## src/rtl/ctrl_loop_nest.sv

```systemverilog
// rtl/ctrl_loop_nest.sv - programmable nested-loop counter chain for the DP control path
module ctrl_loop_nest #(
  parameter int NLEV = 3,
  parameter int W    = 16
) (
  input  logic              clk,
  input  logic              rst,
  input  logic              cnt_load,
  input  logic [NLEV*W-1:0] max_val,
  input  logic              wrap_en,
  input  logic              clear,
  input  logic              inc,
  output logic [NLEV*W-1:0] cnt_val,
  output logic [NLEV-1:0]   term,
  output logic              last,
  output logic [NLEV-1:0]   wrap_pls,
  output logic              done_pls,
  output logic              done
);

  // Packed per-level storage; level i occupies [i*W +: W] when flattened.
  logic [NLEV-1:0][W-1:0] cnt_q;
  logic [NLEV-1:0][W-1:0] cnt_d;
  logic [NLEV-1:0][W-1:0] max_reg;
  logic                   mode_reg;
  logic                   acc;
  logic [NLEV:0]          carry;
  logic                   chain;

  assign cnt_val = cnt_q;
  assign last    = &term;

  // Terminal compare per level, taken from registered state only.
  always_comb begin
    term = '0;
    for (int i = 0; i < NLEV; i++) begin
      term[i] = (cnt_q[i] == max_reg[i]);
    end
  end

  // Accept the step and ripple the carry through terminal levels.
  // A scalar accumulator keeps the chain from looping back on one vector.
  always_comb begin
    acc   = inc & ~clear & ~cnt_load & ~(done & ~mode_reg);
    carry = '0;
    chain = acc;
    for (int i = 0; i < NLEV; i++) begin
      carry[i] = chain;
      chain    = chain & term[i];
    end
    carry[NLEV] = chain;
  end

  // Next counter values: increment, wrap to zero, or freeze at max on one-shot completion.
  always_comb begin
    cnt_d = cnt_q;
    for (int i = 0; i < NLEV; i++) begin
      if (carry[i]) begin
        if (!term[i]) begin
          cnt_d[i] = cnt_q[i] + W'(1);
        end else if (mode_reg || !carry[NLEV]) begin
          cnt_d[i] = '0;
        end
      end
    end
  end

  // State register: clear beats cnt_load beats the counting step.
  always_ff @(posedge clk or posedge rst) begin
    if (rst) begin
      cnt_q    <= '0;
      max_reg  <= '0;
      mode_reg <= 1'b0;
      wrap_pls <= '0;
      done_pls <= 1'b0;
      done     <= 1'b0;
    end else if (clear) begin
      cnt_q    <= '0;
      wrap_pls <= '0;
      done_pls <= 1'b0;
      done     <= 1'b0;
    end else if (cnt_load) begin
      max_reg  <= max_val;
      mode_reg <= wrap_en;
      cnt_q    <= '0;
      wrap_pls <= '0;
      done_pls <= 1'b0;
      done     <= 1'b0;
    end else begin
      cnt_q    <= cnt_d;
      wrap_pls <= carry[NLEV:1];
      done_pls <= carry[NLEV];
      if (carry[NLEV]) begin
        done <= 1'b1;
      end
    end
  end

endmodule

```

## config.mk

```make
export PLATFORM = sky130hd
export DESIGN_NAME = ctrl_loop_nest
export DESIGN_NICKNAME = d
export VERILOG_FILES = /design/src/rtl/ctrl_loop_nest.sv
export SDC_FILE = /design/constraint.sdc
export NUM_CORES = 1
export LEC_CHECK = 0
export BUFFER_PORTS_ARGS = -buffer_cell sky130_fd_sc_hd__buf_4
export CAP_MARGIN = 20
export CORE_MARGIN = 5
export CORE_UTILIZATION = 55
export CTS_BUF_LIST = sky130_fd_sc_hd__clkbuf_16
export CTS_CLUSTER_DIAMETER = 200
export DETAILED_ROUTE_END_ITERATION = 10
export GPL_ROUTABILITY_DRIVEN = 0
export GPL_TIMING_DRIVEN = 0
export PLACE_DENSITY = 0.8
export SYNTH_ARGS = -nofsm -noshare
export SYNTH_HDL_FRONTEND = slang
export SYNTH_SLANG_ARGS = --single-unit
```

## constraint.sdc

```tcl
create_clock -name clk -period 3.58 [get_ports clk]
set_input_delay 0.358 -clock clk [delete_from_list [all_inputs] [get_ports clk]]
set_output_delay 0.358 -clock clk [all_outputs]
set_load 0.01 [all_outputs]
```

# After elaboration in Yosys (flattened, before gate mapping)
# Index checks and enable logic that the tools add are counted.
# classes
addsub	3
mul	0
div_mod_pow	0
magnitude_cmp	0
n_eq_ne	6
n_shift	0
mux	16
bitwise_logic	11
reduce_logical	11
# ops
operator	n
2-to-1 mux 16 bit	7
2-to-1 mux 48 bit	2
adder 16 x 1 -> 16 bit (second input constant)	3
equality test 16 bit	3
inequality test 4 x 3 -> 1 bit (second input constant)	3
nonzero test 3 bit	4
AND reduction 2 bit	4
bitwise AND 1 bit	7
2-to-1 mux 3 bit	2
2-to-1 mux 1 bit	5
NOT 1 bit	4
AND reduction 3 bit	1
logical NOT 1 bit	1
logical OR 1 bit	1
# word_totals
register_bits	102
latchBits	0
ramBits	0
rom_bits	0
in_bits	54
out_inout_bits	57
word_cells	57
mem_count	0

# Longest topological paths before layout
# logic_depth
word_depth	14
depth_mapped	9
ltp_nobuf	7

# Least setup slack after synthesis
# No wires, ideal clock.
# synth_path
kind	reg-to-output
start	register cnt_q, in the netlist cnt_val[37]
end	output last
arrival_time_ns	1.890
required_time_ns	3.222
path_slack_ns	1.332
path_stages_with_launch	9
n_path_buf	2
path_cell_list	dfrtp_1 > buf_2 > xor2_1 > nor4_1 > nand4_1 > inv_2 > buf_2 > nand2_1 > nor2_1
# synth_via
elab_chain_len	2
# synth_lines
element	line	source
start: declaration	22	logic [NLEV-1:0][W-1:0] cnt_q;
start signal: assignment	90	cnt_q <= cnt_d;
equality test 16 bit	37	term[i] = (cnt_q[i] == max_reg[i]);
net term[2]	14	output logic [NLEV-1:0] term,
AND reduction 3 bit	31	assign last = &term;
end: declaration	15	output logic last,
# The timed path passes the listed nets, and every way through them passes these cells.

# Worst setup path after layout
# layout_path
start	register cnt_q, in the netlist cnt_val[37]
end	output last
# layout_via
elab_chain_len	2
# layout_lines
element	line
equality test 16 bit	37
AND reduction 3 bit	31
# No other way between the ends.

==> impl_metrics.toml <==
[power_and_ir_drop]
power_switching_uw = 612
power_frac_comb_pct = 10.5
power_frac_seq_pct = 48.1
power_mw = 2.67
internal_power_mw = 2.06
pwr_density_cell_mw_per_mm2 = 402
ir_worst_vdd_v = 0.000278
cellLeakagePower_nw = 3.09
switching_share_pct = 22.9
share_clk_of_total_power_pct = 41.4

[grt]
grt_pass1_vias = 4488
overflow = 0
antenna_violations_before_repair = 0
grt_util_all_layers_pct = 23.7
grt_max_degree = 59
grt_pass1_wl_microns = 22000

[drt]
drt_first_pass_iters = 7
finalWirelength_microns = 13700
drt_first_iter_violations = 250
route.antenna.remaining_nets = 0
drt-wirelength-per-cell_microns = 18.1
post-route-drc-count = 0
via_count = 4513
via_per_inst = 5.99

[synth]
synth_area_leaders = "sky130_fd_sc_hd__dfrtp_1, sky130_fd_sc_hd__mux2_2, sky130_fd_sc_hd__xor2_1"
portion_of_the_post_synthesis_area_used_by_sequential_elements_pct = 47.7
mappedNetlistNets = 556
biggest_area_consumer_among_synthesized_cells = "sky130_fd_sc_hd__dfrtp_1"
synth_edf_count = 0
instance_count_of_the_mapped_netlist = 499
synth.yosys.warnings = 0
synth_flop_cell = "sky130_fd_sc_hd__dfrtp_1"
yosys.cell_types.count = 55
mappedNetlistArea_sq_mm = 0.00530
synthArstFlopShare_pct = 100
postSynthAreaPerCell_sq_um = 10.6
portion_of_synthesized_cell_area_occupied_by_the_leading_cell_type_pct = 47.7
ys_ff_latch = 101

[timing]
final_critical_path_setup_slack_ns = 0.473
worst_pin_slew_ns = 0.731
setup_viol = 0
timing.slew.headroom_pct = 50.9
post-route-period-util_pct = 86.8
period_minus_ws_final_ns = 3.11
timing_hold_violations_final = 0
final_max_slew_viol_count = 0
timing.fmax_mhz = 322
grt_setup_unrepaired = "no"
timing.clock.skew_ns = 0.00540

[cts]
cts.repair.resized = 0
number_of_cts_inserted_buffers = 9
ctsHoldBuffers = 0
post_cts_buffers = 0
register_clock_pin_slew_on_the_reported_worst_setup_and_hold_paths_ns = 0.07
cts_root_buf = "sky130_fd_sc_hd__clkbuf_16"
clock_path_buffers = 2
cts.htree.levels = 3
clock_tree_from_tritoncts = "done"
clock_latency_on_the_worst_skew_pair_ns = 0.34
clkSinkCount = 101

[floorplan]
num_io_pins = 111
die_x_microns = 108
core_region_area_sq_mm = 0.00933
die_height_microns = 108
rows = 35
design.die.area_sq_mm = 0.0117
floorplan.initialDensity_pct = 56.8

[worst_setup_path]
data_arrival_time_of_the_critical_path_ns = 2.75
worstSetupEndpointType = "output port"
cp.required_ns = 3.22
setup.worst_path.start_class = "flip-flop"
ws_path_type = "flip-flop to output port"
crit_fanout = 10

[finish]
antenna_cells = 0
area_growth_syn_to_layout_pct = 25.6
final.fill_count = 681
layout.cells.most_common = "sky130_fd_sc_hd__buf_4"
most_frequent_cells_in_the_layout = "sky130_fd_sc_hd__buf_4, sky130_fd_sc_hd__dfrtp_1, sky130_fd_sc_hd__xor2_1, sky130_fd_sc_hd__mux2_2, sky130_fd_sc_hd__nor2_1"
finish.net_count = 678
share_of_post_route_cells_with_drive_strength_above_1_pct = 32.0

[min_path]
min_path_type = "primary input to async pin"

[placed_design]
post-dp-hpwl_microns = 9920
dp_worst_setup_slack_ns = 0.857
port_buffers = 110

[outcome]
outcome = "finished, final reports clean"

[run]
max-cap-violations = 0
## critical path, stage by stage, from the launching register on
cell and delay (ns):
sky130_fd_sc_hd__dfrtp_1 0.38, sky130_fd_sc_hd__buf_2 0.17, sky130_fd_sc_hd__xor2_1 0.15, sky130_fd_sc_hd__nor4_1 0.32
sky130_fd_sc_hd__nand4_1 0.39, sky130_fd_sc_hd__inv_2 0.29, sky130_fd_sc_hd__buf_2 0.29, sky130_fd_sc_hd__nand2_1 0.12
sky130_fd_sc_hd__nor2_1 0.15, sky130_fd_sc_hd__buf_4 0.14
## path summary, 6_finish.rpt
check	start	endpoint	slack (ns)	cells after the start
hold reg to reg	max_reg[35]	max_reg[35]	0.53	1
min in group clk	wrap_en	mode_reg	0.22	3
max in group asynchronous	rst	cnt_val[29]	2.84	3
hold / removal	rst	max_reg[37]	0.08	2
setup reg to reg	cnt_val[0]	cnt_val[38]	0.86	8
setup / recovery	cnt_val[37]	last	0.47	9
## cell type report
class                   instances  area (sq um)  share of cell area (%)
multi-input cells             361          2590                    39.0
flip-flops and latches        101          2530                    38.0
repair buffers                111           853                    12.8
clock buffers                   9           225                    3.39
well taps                     129           161                    2.43
plain buffers                  26           133                    1.99
clock inverters                 6           111                    1.67
inverters                      11          43.8                   0.659
## power groups by stage
stage               registers (mW)  clock network, mW  logic, mW
floorplan                     1.29                  0      0.191
global placement              1.30                  0      0.270
detailed placement            1.31                  0      0.284
CTS                           1.28               1.11      0.286
global route                  1.29               1.17      0.310
finish                        1.28               1.11      0.281
## synth_stat cells, drive strengths merged, types with 14 or more instances
| master | n |
|---|---|
| nor4 | 14 |
| dfrtp | 101 |
| nand2 | 26 |
| xor2 | 48 |
| nor2 | 27 |
| nand3 | 22 |
| o21ai | 25 |
| a21oi | 16 |
| mux2 | 48 |
## layer usage
layer / vias up / share of wire (%) / global-route usage (%) / routed length (microns)
met2: 203 / 50 / 39.7 / 6770
met3: 28 / 7.6 / 5.67 / 1040
li1: 2056 / - / - / -
met4: 0 / 2.2 / 8.03 / 294
met5: - / 0 / 0 / 0
met1: 2226 / 41 / 30.3 / 5550
## metrics by stage
stage | hold slack, ns | utilization, % | setup TNS, ns | instance area [sq um] | cells
5_1_grt | 0.128 | 71.3 | 0 | 6650 | 754
6_report | 0.0775 | 71.3 | 0 | 6650 | 754
2_1_floorplan | 0.475 | - | 0 | 5300 | 499
3_3_place_gp | 0.511 | 67.4 | -57.18 | 6280 | 738
3_5_place_dp | 0.466 | 67.7 | 0 | 6310 | 739
4_1_cts | 0.104 | 71.3 | 0 | 6650 | 754
## cell families after synthesis
| group | Yosys count | share of synthesized area (%) |
|---|---|---|
| flip-flops | 101 | 47.7 |
| AND/OR/NAND/NOR | 164 | 17.2 |
| buffers and inverters | 37 | 3.28 |
| adder cells (fa/ha/maj) | 3 | 0.709 |
| AO/OA/AOI/OAI | 97 | 12.7 |
| multiplexers | 49 | 10.4 |
| XOR/XNOR | 48 | 7.94 |
Power figures use the tool's default switching activity.
